`src/rtl/serial_send.sv`:
```
// 8N1 UART transmitter: one byte per accepted write strobe, LSB first,
// each bit held WAIT_DIV clock cycles. All outputs are registered.
module serial_send #(
  parameter int unsigned WAIT_DIV = 868
) (
  input  logic       CLK,
  input  logic       RST,
  input  logic [7:0] DATA_IN,
  input  logic       WE,
  output logic       DATA_OUT,
  output logic       BUSY
);

  localparam int unsigned CW = (WAIT_DIV > 1) ? $clog2(WAIT_DIV) : 1;
  localparam logic [CW-1:0] LAST = CW'(WAIT_DIV - 1);
  localparam logic [CW-1:0] ONE  = CW'(1);

  typedef enum logic [1:0] {IDLE, START, DATA, STOP} state_t;

  state_t        state;
  logic [CW-1:0] cnt;
  logic [2:0]    bit_idx;
  logic [2:0]    next_idx;
  logic [7:0]    shift_reg;
  logic          bit_end;

  always_comb begin
    next_idx = bit_idx + 3'd1;
    bit_end  = (cnt == LAST);
  end

  always_ff @(posedge CLK) begin
    if (RST) begin
      state     <= IDLE;
      DATA_OUT  <= 1'b1;
      BUSY      <= 1'b0;
      cnt       <= '0;
      bit_idx   <= '0;
      shift_reg <= '0;
    end else begin
      case (state)
        IDLE: begin
          DATA_OUT <= 1'b1;
          BUSY     <= 1'b0;
          if (WE) begin
            shift_reg <= DATA_IN;
            cnt       <= '0;
            bit_idx   <= '0;
            state     <= START;
            DATA_OUT  <= 1'b0;
            BUSY      <= 1'b1;
          end
        end
        START: begin
          if (bit_end) begin
            cnt      <= '0;
            bit_idx  <= '0;
            state    <= DATA;
            DATA_OUT <= shift_reg[0];
          end else begin
            cnt <= cnt + ONE;
          end
        end
        DATA: begin
          if (bit_end) begin
            cnt <= '0;
            if (bit_idx == 3'd7) begin
              state    <= STOP;
              DATA_OUT <= 1'b1;
            end else begin
              // Output register is loaded with the bit for the upcoming slot.
              bit_idx  <= next_idx;
              DATA_OUT <= shift_reg[next_idx];
            end
          end else begin
            cnt <= cnt + ONE;
          end
        end
        STOP: begin
          if (bit_end) begin
            cnt      <= '0;
            state    <= IDLE;
            BUSY     <= 1'b0;
            DATA_OUT <= 1'b1;
          end else begin
            cnt <= cnt + ONE;
          end
        end
        default: begin
          state    <= IDLE;
          DATA_OUT <= 1'b1;
          BUSY     <= 1'b0;
          cnt      <= '0;
        end
      endcase
    end
  end

endmodule

```
`config.mk`:
```
export PLATFORM = sky130hd
export DESIGN_NAME = serial_send
export DESIGN_NICKNAME = d
export VERILOG_FILES = /design/src/rtl/serial_send.sv
export SDC_FILE = /design/constraint.sdc
export NUM_CORES = 1
export LEC_CHECK = 0
export ABC_CLOCK_PERIOD_IN_PS = 2200
export BUFFER_PORTS_ARGS = -buffer_cell sky130_fd_sc_hd__buf_4
export CAP_MARGIN = 20
export CELL_PAD_IN_SITES_DETAIL_PLACEMENT = 1
export CELL_PAD_IN_SITES_GLOBAL_PLACEMENT = 2
export CORE_MARGIN = 10
export CORE_UTILIZATION = 35
export DETAILED_ROUTE_END_ITERATION = 8
export MAX_ROUTING_LAYER = met4
export PLACE_DENSITY_LB_ADDON = 0.1
export SLEW_MARGIN = 15
export SYNTH_ARGS = -nofsm -noshare
export SYNTH_HDL_FRONTEND = slang
export SYNTH_SLANG_ARGS = --single-unit
export TNS_END_PERCENT = 30
```
`constraint.sdc`:
```
create_clock -name CLK -period 2.2 [get_ports CLK]
set_input_delay 0.22 -clock CLK [delete_from_list [all_inputs] [get_ports CLK]]
set_output_delay 0.22 -clock CLK [all_outputs]
set_load 0.02 [all_outputs]
```
Word-level counts from Yosys, hierarchy flattened
Cells that the tools add are included.
- bits of input ports: 11
- flip-flop bits (word level): 25
- $lt $le $gt $ge: 1
- reduce and logical (&&, ||, !) cells: 9
- $add $sub $neg: 2
- mux-type cells: 25
- equal/unequal tests: 11
- operator list (cell ; count):
    two-way mux 10 bit ; 2
    case mux 10 bit (2 select lines) ; 1
    two-way mux 3 bit ; 4
    != test 2 bit (second input constant) ; 6
    adder 10 x 1 -> 10 bit (second input constant) ; 1
    equality test 10 bit (second input constant) ; 1
    two-way mux 2 bit ; 5
    AND reduction 5 bit ; 2
    case mux 3 bit (3 select lines) ; 1
    two-way mux 1 bit ; 8
    case mux 2 bit (4 select lines) ; 1
    equality test 2 bit (second input constant) ; 2
    < comparator 3 x 4 -> 1 bit (second input constant) ; 1
    case mux 1 bit (4 select lines) ; 1
    AND reduction 2 bit ; 2
    adder 3 x 1 -> 3 bit (second input constant) ; 1
    binary-select mux 1 bit (select 3 bit) ; 1
    equality test 3 bit (second input constant) ; 1
    AND reduction 3 bit ; 1
    nonzero test 3 bit ; 1
    OR reduction 3 bit ; 1
    equality test 2 x 1 -> 1 bit (second input constant) ; 1
    zero test 2 bit ; 1
    case mux 1 bit (2 select lines) ; 1
    nonzero test 2 bit ; 1

Longest topological paths before layout
- depth in word-level cells: 6
- depth in mapped cells: 8

Worst setup path before layout
No wires, ideal clock.
- kind: reg2reg
- start point: register bit_idx[1]
- end point: register DATA_OUT
- path slack: 0.515 ns
- cell stages (with the launch flop): 8
- setup time: 0.120 ns
- period minus slack after synthesis: 1.685 ns
- arrival time: 1.565 ns
- data required time: 2.080 ns
- buffers on the path: 0
- path through: dfxtp_1 ha_1 ha_1 nand2_1 nor2_1 o41ai_2 a221oi_1 a211o_1
- longest elaborated chain between the ends: 6
- elaborated cells on any way between the ends: 7
- classes of those cells: add/sub (1); eq/ne (1); mux (5)
- RTL lines (item ; RTL line ; text):
    start, declared ; 22 ; logic [2:0] bit_idx;
    start signal, assigned ; 72 ; bit_idx <= next_idx;
    adder 3 x 1 -> 3 bit ; 28 ; next_idx = bit_idx + 3'd1;
    binary-select mux 1 bit (select 3 bit) ; 73 ; DATA_OUT <= shift_reg[next_idx];
    two-way mux 1 bit (not written as such) ; 73 ;
    two-way mux 1 bit * ; 67 ; if (bit_idx == 3'd7) begin
    two-way mux 1 bit * ; 65 ; if (bit_end) begin
    case mux 1 bit (4 select lines) * ; 41 ; case (state)
    end signal, assigned ; 59 ; DATA_OUT <= shift_reg[0];
    end signal, assigned ; 73 ;
    end, declared ; 10 ; output logic DATA_OUT,
Every way passes the cells marked *; elsewhere a longest branch is shown, timed or not. The select of a mux whose other input is x is not followed.
A chain may end at the register's enable or synchronous reset.

Worst setup path after layout
- start point: register state[0]
- end point: register cnt[7]
- longest elaborated chain between the ends: 3
- elaborated cells on any way between the ends: 7
- classes of those cells: eq/ne (4); mux (1); reduce/logical (2)
- RTL lines (item ; RTL line ; text):
    start, declared ; 20 ; state_t state;
    start signal, assigned ; 34 ; state <= IDLE;
    start signal, assigned ; 49 ; state <= START;
    start signal, assigned ; 58 ; state <= DATA;
    equality test 2 bit or equality test 2 x 1 -> 1 bit (tied branches) ; 41 ;
    OR reduction 3 bit (no source line) ; - ;
    case mux 10 bit (2 select lines) ; 41 ;
    end signal, assigned ; 61 ; cnt <= cnt + ONE;
    end signal, assigned ; 76 ; cnt <= cnt + ONE;
    end signal, assigned ; 86 ; cnt <= cnt + ONE;
    end, declared ; 21 ; logic [CW-1:0] cnt;
Parallel ways exist; a longest one is shown, timed or not.

==> flow_summary.toml <==
[status]
status = "finished clean"

[cts]
cts.root.buffer_cell = "clkbuf_8"
cts_buffer_depth = 2
path_clk_slew_ns = 0.09
clk_latency_ns = 0.27
cts_sinks = 25
ctsResizeCount = 0
cts_hold_buffers = 0
cts_buffers = 3
ctsHtreeMaxLevel = 1
post_cts.repair.setup_buffers = 0
tritoncts = "built"

[sta]
grt_setup_unrepaired = "no"
fin_crit_sh = 0.837
finalSetupViolations = 0
final.setup.tns_ns = 0
slew_headroom = 0.697
holdWs_ns = 0.211
period_minus_slack_ns = 1.84
finClkSkew_ns = 0.00397
timing.fmax_mhz = 543
hold_viol_final = 0
drv_slew = 0
tightest_slew_ns = 0.454

[placed_design]
place.gp.congestion = 0.682
place_hpwl_um = 2240
io_buffers = 12

[synthesis]
ys_top_cells_by_area = "dfxtp_1 (39%), ha_1 (7.7%), nor2_1 (6.7%)"
synth_top_area_share = 0.387
ys_seq_elements = 25
synth_top_family_by_area = "simple AND/OR/NAND/NOR gates"
synthMuxAreaShare = 0.0542
ys_seq_area_frac = 0.387
synthCells = 149
synth_compound_area_frac = 0.119
syn-cell-area_mm2 = 0.00129
synth_xor_area_frac = 0.0609
yosys_warnings = 0
yosys.cell_types.count = 32
syn_nets = 168
synth_fa_ha_area_frac = 0.0774
yosys.area.top_type = "dfxtp_1"
yosys.area_share.simple = 0.261
syn_avg_cell_area_um2 = 8.68

[floorplanning]
chipWidth_um = 80.8
die_h_um = 80.8
num_rows = 22
num_io_pins = 13
die-area_mm2 = 0.00653
start_util = 0.359
core_mm2 = 0.00361

[cells_and_area]
largest_reg_flops = 10
drive_gt1_frac = 0.150
final_common_cell = "dfxtp_1"
layout_common_cells = "dfxtp_1 (25), nor2_1 (23), nand2_1 (15)"
syn_to_final_growth_pct = 13.4
antennaDiodeCount = 0
nets = 180

[grt]
grt_pass1_vias = 1110
grt-ovfl-total = 0
grt_max_degree = 17
antenna_found_initial = 0
grt_pass1_wl_um = 5170
track_usage = 0.102

[detailed_routing]
drc = 0
vias_per_cell = 4.95
vias = 1029
wl_um = 2900
routedWlPerCell_um = 13.9
dr.pass1.iters = 2
drtIter0Drc = 11
postRouteAntennaNets = 0

[power_and_ir_drop]
p_leak_uw = 0.000569
p_per_area_mw_per_mm2 = 1050
irDropWorstVdd_mv = 0.449

[setup_path]
cp_data_arrival_time_ns = 2.00
crit_buf_inv = 1
critPathTopFamily = "simple AND/OR/NAND/NOR gates"
cp_cell_sequence = "inv_1 -> ha_1 -> nand2b_1 -> and4_1 -> nand4_1 -> xor2_1 -> nor2_1"
worstSetupPathType = "reg -> reg"
critPathMaxStageDelay_ns = 0.40
start_kind = "flop"
cpMaxStageDelayCell = "dfxtp_1"
crit_path_end_kind = "flop"
cp_max_fo = 9
crit_required_ns = 2.36

[min_path]
min_path_type = "in -> reg"

[run]
drv_cap = 0
synth_stat cells (all sizes together):
| master | n |
|---|---|
| a211oi | 2 |
| and4 | 1 |
| nand3 | 11 |
| nor3 | 2 |
| o22ai | 1 |
| xnor2 | 3 |
| mux2i | 7 |
| and2 | 2 |
| and4bb | 1 |
| buf | 4 |
| nand2 | 15 |
| o21ai | 2 |
| inv | 4 |
| a21oi | 11 |
| and3 | 1 |
| dfxtp | 25 |
| a221oi | 1 |
| nor3b | 1 |
| a31oi | 2 |
| clkbuf | 3 |
| nand4 | 3 |
| nand2b | 7 |
| nor2 | 23 |
| a211o | 1 |
| o41ai | 1 |
| xor2 | 6 |
| ha | 8 |
| o211a | 1 |
cell type report:
| type | count | area, µm² |
|---|---|---|
| flip-flops and latches | 25 | 500 |
| repair buffers | 14 | 105 |
| multi-input cells | 113 | 741 |
| fillers | 445 | 2140 |
| clock inverters | 1 | 5.00 |
| inverters | 4 | 15.0 |
| clock buffers | 3 | 41.3 |
| well taps | 48 | 60.1 |
worst paths after layout:
kind | cells after the start | slack [ns] | start | to
worst max-delay path | 7 | 0.36 | state[0] | cnt[7]
worst min-delay path | 3 | 0.21 | DATA_IN[3] | shift_reg[3]
worst max register to register | 7 | 0.36 | state[0] | cnt[7]
worst min register to register | 2 | 0.46 | shift_reg[1] | shift_reg[1]
metal layers:
metal | wire length, µm | GRT usage | vias to the layer above
met4 | 19 | 0.0311 | 0
met2 | 1400 | 0.165 | 5
met5 | 0 | - | -
met3 | 40 | 0.0166 | 2
li1 | - | - | 532
met1 | 1440 | 0.126 | 490
metrics by stage:
step	cell area, µm²	util	std cells	total power, µW	setup WS, ns
floorplan	1290	-	149	1110	0.515
CTS	1470	0.407	208	1570	0.336
global placement	1420	0.394	204	1250	0.459
finish	1470	0.407	208	1540	0.359
global route	1470	0.407	208	1680	0.0986
detailed placement	1420	0.394	204	1290	0.366
kinds of logic (layout without fill, tap and decap cells):
| group | after synthesis | count (layout) |
|---|---|---|
| simple gates | 67 | 67 |
| flops | 25 | 25 |
| compound gates | 22 | 22 |
| buf+inv | 11 | 22 |
| xor+xnor | 9 | 9 |
| fa+ha+maj | 8 | 8 |
| mux | 7 | 7 |
worst reg2reg max path, delay by kind of cell (launching register included):
family | cells | cell delay [ns]
adders and majority gates | 1 | 0.22
DFF | 1 | 0.40
buffers and inverters | 1 | 0.11
xor gates and xnor gates | 1 | 0.15
and+or+nand+nor | 4 | 0.85
report_power, final:
group | total, µW | switching [µW] | internal [µW] | leakage, µW
clock network | 274 | 148 | 127 | 0.0000255
logic | 682 | 385 | 297 | 0.000339
registers | 583 | 53.3 | 529 | 0.000204
No activity file was read; power rests on OpenSTA's default activity.
